<file path="src/rtl/cpu_types_pkg.sv">
// Shared CPU types: machine word and fetch FSM states.
package cpu_types_pkg;

   typedef logic [31:0] word_t;

   typedef enum logic [1:0] {
      RUN,
      HOLD,
      HALTED
   } fetch_state_t;

   localparam word_t PC_STEP = 32'd4;
   localparam word_t WORD_MASK = 32'hFFFF_FFFC;

endpackage

</file>
<file path="src/rtl/fetch_unit.sv">
// Instruction fetch: PC register, one-entry stall buffer and RUN/HOLD/HALTED FSM
// feeding the IF/DC register.
module fetch_unit
   import cpu_types_pkg::*;
#(
   parameter word_t PC_INIT = 32'h0000_0000
) (
   input  logic        CLK,
   input  logic        nRST,
   input  logic        ihit,
   input  logic [31:0] imemload,
   output logic        imemREN,
   output logic [31:0] imemaddr,
   input  logic        redirect_en,
   input  logic [31:0] redirect_pc,
   input  logic        stall,
   input  logic        halt,
   output logic [31:0] instr_o,
   output logic [31:0] npc_o,
   output logic        pipe_en_o,
   output logic        flush_o
);

   fetch_state_t state;
   word_t        pc;
   word_t        pc_inc;
   word_t        target;
   word_t        buf_instr;
   word_t        buf_npc;

   assign imemaddr = {pc[31:2], 2'b00};
   assign pc_inc   = pc + PC_STEP;
   assign target   = redirect_pc & WORD_MASK;

   always_comb begin
      imemREN   = 1'b0;
      pipe_en_o = 1'b0;
      flush_o   = 1'b0;
      instr_o   = imemload;
      npc_o     = pc_inc;
      case (state)
         RUN: begin
            imemREN = 1'b1;
            if (redirect_en || halt) begin
               flush_o = 1'b1;
            end else if (!stall) begin
               // no data and no stall: push a bubble
               if (ihit) pipe_en_o = 1'b1;
               else      flush_o   = 1'b1;
            end
         end
         HOLD: begin
            instr_o = buf_instr;
            npc_o   = buf_npc;
            if (redirect_en || halt) flush_o   = 1'b1;
            else if (!stall)         pipe_en_o = 1'b1;
         end
         default: flush_o = 1'b1;
      endcase
   end

   always_ff @(posedge CLK or negedge nRST) begin
      if (!nRST) begin
         state     <= RUN;
         pc        <= PC_INIT;
         buf_instr <= '0;
         buf_npc   <= '0;
      end else begin
         case (state)
            RUN: begin
               if (redirect_en) begin
                  pc <= target;
               end else if (halt) begin
                  state <= HALTED;
               end else if (ihit) begin
                  pc <= pc_inc;
                  if (stall) begin
                     buf_instr <= imemload;
                     buf_npc   <= pc_inc;
                     state     <= HOLD;
                  end
               end
            end
            HOLD: begin
               if (redirect_en) begin
                  pc        <= target;
                  buf_instr <= '0;
                  buf_npc   <= '0;
                  state     <= RUN;
               end else if (halt) begin
                  state <= HALTED;
               end else if (!stall) begin
                  state <= RUN;
               end
            end
            default: state <= HALTED;
         endcase
      end
   end

endmodule

</file>
<file path="config.mk">
export PLATFORM = sky130hd
export DESIGN_NAME = fetch_unit
export DESIGN_NICKNAME = d
export VERILOG_FILES = /design/src/rtl/cpu_types_pkg.sv /design/src/rtl/fetch_unit.sv
export SDC_FILE = /design/constraint.sdc
export NUM_CORES = 1
export LEC_CHECK = 0
export CAP_MARGIN = 10
export CORE_MARGIN = 2
export CORE_UTILIZATION = 45
export CTS_BUF_LIST = sky130_fd_sc_hd__clkbuf_2 sky130_fd_sc_hd__clkbuf_4 sky130_fd_sc_hd__clkbuf_8
export DETAILED_ROUTE_END_ITERATION = 8
export PLACE_DENSITY = 0.75
export SETUP_SLACK_MARGIN = 0.1
export SYNTH_ARGS = -nofsm -noshare
export SYNTH_HDL_FRONTEND = slang
export SYNTH_SLANG_ARGS = --single-unit
</file>
<file path="constraint.sdc">
create_clock -name CLK -period 2.5 [get_ports CLK]
set_input_delay 0.25 -clock CLK [delete_from_list [all_inputs] [get_ports CLK]]
set_output_delay 0.25 -clock CLK [all_outputs]
set_load 0.01 [all_outputs]
</file>
# [Word level (Yosys, flattened, before mapping)]
# Index checks and enable logic that the tools add are counted.
# Widths: inputs -> output; s select.
[op_classes] n_addsub=1 reduce_logical=6 n_eq_ne=11 n_mux=38
[ops] op="$mux 32" n=15
[ops] op="$pmux 32 s2" n=3
[ops] op="$add 32x3->32 const B" n=1
[ops] op="$mux 2" n=7
[ops] op="$ne 3x3->1 const B" n=4
[ops] op="$mux 1" n=10
[ops] op="$ne 2x2->1 const B" n=5
[ops] op="$reduce_and 4->1" n=2
[ops] op="$reduce_and 6->1" n=1
[ops] op="$ne 4x4->1 const B" n=1
[ops] op="$pmux 1 s2" n=2
[ops] op="$pmux 2 s2" n=1
[ops] op="$eq 2x1->1 const B" n=1
[ops] op="$logic_not 2->1" n=1
[ops] op="$reduce_bool 2->1" n=1
[ops] op="$logic_or 1x1->1" n=1
[word_totals] in_bits=70 regBits=98 out_inout_bits=99 elab_cells=60

# [Depth between registers and ports, before layout]
[logic_depth] ltp_word=6 depth_mapped=8 mapped_depth_nobuf=6

# [Least setup slack after synthesis]
# OpenSTA, ideal clock, no wires.
[synth_path] kind="reg-to-output" start="register pc[6]" end="output port npc_o[20]" path_buffers=0 required_time_ns=2.250 arrival_ns=1.806 stages_incl_launch_ff=6 path_slack_ns=0.444 cell_sequence="dfrtp_1 > nand3_2 > nor4_4 > nand4_1 > xor2_1 > a21oi_1"
[synth_via] elab_chain_cells=2
[synth_rtl] element="start: declaration" line="fetch_unit.sv:25" source="word_t pc;"
[synth_rtl] element="start signal: assignment" line="fetch_unit.sv:72" source="pc <= target;"
[synth_rtl] element="start signal: assignment" line="fetch_unit.sv:76" source="pc <= pc_inc;"
[synth_rtl] element="start signal: assignment" line="fetch_unit.sv:86" source="pc <= target;"
[synth_rtl] element="$add 32x3->32" line="fetch_unit.sv:32" source="assign pc_inc = pc + PC_STEP;"
[synth_rtl] element="$mux 32" line="fetch_unit.sv:41" source="case (state)"
[synth_rtl] element="end: declaration" line="fetch_unit.sv:19" source="output logic [31:0] npc_o,"
# Every way passes these cells.

# [Final worst setup path]
[layout_path] start="register pc[13]" end="output port npc_o[27]"
# Same word-level chain as after synthesis.

==> results.md <==
* Run status: complete, but fails checks
* Failing checks: negative setup slack
* Worst hold-check slack at ~0.42 ns
* Actual slew at the worst max-slew pin at 0.7071 ns
* Pleak at 3.749 nW
* Minimum clock period at around 2.5 ns
* CTS H-Tree Depth at 3
* Total GRT Usage at 26.69%
* Via count normalized by instance count at 5.529
* Clock network latency to the later pin of the worst-skew pair at 0.35 ns
* Worst setup timing slack at the placement stage at -0.07760 ns
* Period Utilization, post-route at 101.0%
* Antenna diode count at 0
* Cell row count at 39
* Filler cells at a little under 900
* Core region area at between 10000 and 15000 µm²
* Minimum setup slack in the final design at -0.02431 ns
* Worst path required time at approximately 2.3 ns
* Clock root cell: clkbuf_8
* Top-count cell post-synth: nand2_1
* Cell area after placement at about 7400 µm²
* Post-synth top cells: 196 x nand2_1, 95 x dfrtp_1, 62 x o21ai_0
* Detailed-route wire length at ~17 mm
* Type of the setup path with the least slack: reg -> out
* Async S/R FF share, synth at 100.0%
* Number of global-route vias before repair at between 5000 and 6000
* Mapped Avg Cell Area at 7.952 µm²
* Seq cells post-synth at between 90 and 100
* Die X-Extent at roughly 110 µm
* Initial antenna violation count at 0
* RSZ-0062 raised after global routing: true
* Initial standard-cell utilization of the core at a little under half
* Area of the die at between 10000 and 15000 µm²
* Type of the most critical hold path: in -> async
* Routed wire length per instance at around 17 µm
* Post-layout util at between 70% and 80%
* Number of different library cells in the post-synthesis netlist at between 40 and 50
* Fraction of synthesized cell area taken by the top area cell type at between 40% and 50%
* Drc violations at 0
* Clock tree from TritonCTS: yes
* Number of iterations in the first detailed-routing pass at 6
* Count of input and output buffers at around 160
* Worst EP arrival at about 2.3 ns
* Largest voltage drop on the vdd net at between 300 and 400 µV
* DRT iter0 DRCs at approximately 470
* Clock tree sinks at 95
* Total placed cells including tap cells at ~990
* Setup TNS at -0.02431 ns
* Vias at 5783
* Count of antenna-violating nets left after detailed routing at 0
* Pin count of the biggest net entering global routing at 83
* Post-detailed-placement half-perimeter wirelength at approximately 12 mm
* Post-synthesis cell count at 670
* Pwr Density at about 350 nW/µm²
* Height of the die at 112.8 µm
* Max Cap Viol at 0
* Main flop type after synthesis: dfrtp_1
* Remaining Overflow, GRT at 0
* Number of top-level pins at about 170
* Category of the worst setup path launch point: flop
* Final design area excluding fillers at just over 8000 µm²
* Worst max-slew margin expressed relative to the limit at between 50% and 60%
* Final number of setup-violating endpoints at 1
* Crit path capture type: output pin
* Count of flip-flops with a built-in enable after synthesis at 0
* Synth-to-layout area growth at 53.88%
* Maximum fanout along the worst path at 4
* Sequential share of the synthesized area at between 40% and 50%
* Highest achievable clock rate at 396.1 MHz
* Max Transition Viols Final at 0
* Number of failing hold endpoints at the final stage at 0
* CTS buffer count at 9
* CTS clk-pin slew, worst paths at 0.09 ns
* Wire length of the first global-routing pass at about 27 mm
* Proportion of layout cells with a drive suffix above 1 at a little over a fifth
* Clock Skews at 0.008816 ns
* Nets at just under 1000
* Cell area after synthesis at about 5300 µm²
* Gp weighted congestion at approximately 0.96
* Total Power at ~2.9 mW
* Ranking of synthesized cells by area: dfrtp_1 45%, nand2_1 14%, o21ai_0 5.8%
* Count of synthesis-stage warnings from yosys at 0
* Count of placed standard cells in the final layout, fillers left out at 1046
* CTS Buffer Depth at 2
* Synth area leader: dfrtp_1
power by group:
part           total, mW  switching [mW]  internal, mW
registers           1.56          0.0121          1.55
clock network      0.994           0.517         0.477
logic              0.351           0.159         0.192
sequential cells by signal, summed over array words and instances, names as in the netlist:
| name | flops |
|---|---|
| pc | 30 |
| state | 2 |
| buf_instr | 32 |
| buf_npc | 31 |
what timing repair did:
action | in CTS | in global routing
gates resized for setup | 107 | 46
pin swaps | 34 | 24
buffers inserted | 32 | 14
endpoints found under the setup margin | 45 | 49
hold endpoints to repair | 41 | 0
hold buffers | 1 | 0
logic make-up (layout without fill, tap and decap cells):
| family | after synthesis | after routing | share of synthesized area, % |
|---|---|---|---|
| compound gates | 179 | 179 | 19.28 |
| fa+ha+maj | 1 | 1 | 0.2348 |
| flops | 95 | 95 | 44.62 |
| xor+xnor | 28 | 28 | 4.603 |
| other cells | 1 | 2 | 0.07039 |
| simple gates | 311 | 311 | 26.09 |
| buf+inv | 55 | 287 | 5.096 |
final timing paths:
check / startpoint / to / slack [ns] / depth (start not counted)
hold / removal: nRST / buf_instr[5] / 0.42 / 2
setup / recovery: pc[13] / npc_o[27] / -0.02 / 10
max in group asynchronous: nRST / pc[7] / 1.37 / 3
min in group CLK: buf_npc[1] / buf_npc[1] / 0.48 / 1
hold reg to reg: buf_npc[1] / buf_npc[1] / 0.48 / 1
setup reg to reg: pc[13] / pc[27] / 0.19 / 13
metal layers:
layer,share of wire [%],global-route usage [%],vias to the layer above
met1,42,36.55,2719
met5,0,0,-
met4,2.7,8.862,0
met3,8.6,4.821,46
li1,-,-,2745
met2,47,43.15,273
cells in the final DEF (no fill, tap or decap), types with 3 or more instances in the layout:
| master | synthesis | layout |
|---|---|---|
| nand2_1 | 196 | 193 |
| clkdlybuf4s50_1 | 0 | 136 |
| dfrtp_1 | 95 | 86 |
| buf_4 | 5 | 82 |
| o21ai_0 | 62 | 60 |
| nor2_1 | 55 | 52 |
| a21oi_1 | 54 | 47 |
| nand4_1 | 18 | 18 |
| o22ai_1 | 19 | 18 |
| buf_6 | 2 | 15 |
| buf_2 | 0 | 14 |
| a2bb2oi_1 | 14 | 13 |
| o31ai_1 | 11 | 11 |
| xor2_2 | 0 | 11 |
| xor2_1 | 20 | 9 |
| clkbuf_8 | 3 | 9 |
| dfrtp_2 | 0 | 9 |
| a21oi_2 | 1 | 8 |
| o21ai_1 | 9 | 8 |
| xnor2_1 | 8 | 7 |
| buf_12 | 0 | 7 |
| nand3_1 | 8 | 5 |
| clkbuf_2 | 1 | 5 |
| and2_1 | 4 | 4 |
| and3_1 | 5 | 4 |
| inv_1 | 4 | 4 |
| dlygate4sd2_1 | 0 | 4 |
| nor3_1 | 4 | 3 |
| nand3_4 | 0 | 3 |
| o21ai_2 | 0 | 3 |
| a22oi_1 | 3 | 3 |
| dlymetal6s2s_1 | 0 | 3 |
layout make-up:
| cell class | instances | area, µm² | area share, % |
|---|---|---|---|
| multi-input cells | 521 | 2955 | 36.05 |
| clock inverters | 4 | 47.55 | 0.5800 |
| well taps | 143 | 178.9 | 2.183 |
| inverters | 4 | 15.01 | 0.1832 |
| clock buffers | 11 | 138.9 | 1.694 |
| repair buffers | 268 | 2474 | 30.17 |
| flip-flops and latches | 95 | 2389 | 29.14 |
critical path, cell delays in order, from the launching register on:
cell     delay [ns]
dfrtp_1        0.40
buf_6          0.13
nand2_4        0.06
nor4_4         0.29
buf_4          0.16
buf_6          0.09
buf_6          0.10
nand4_1        0.16
xor2_1         0.20
a21oi_1        0.18
buf_2          0.17
No activity file was read; power rests on OpenSTA's default activity.
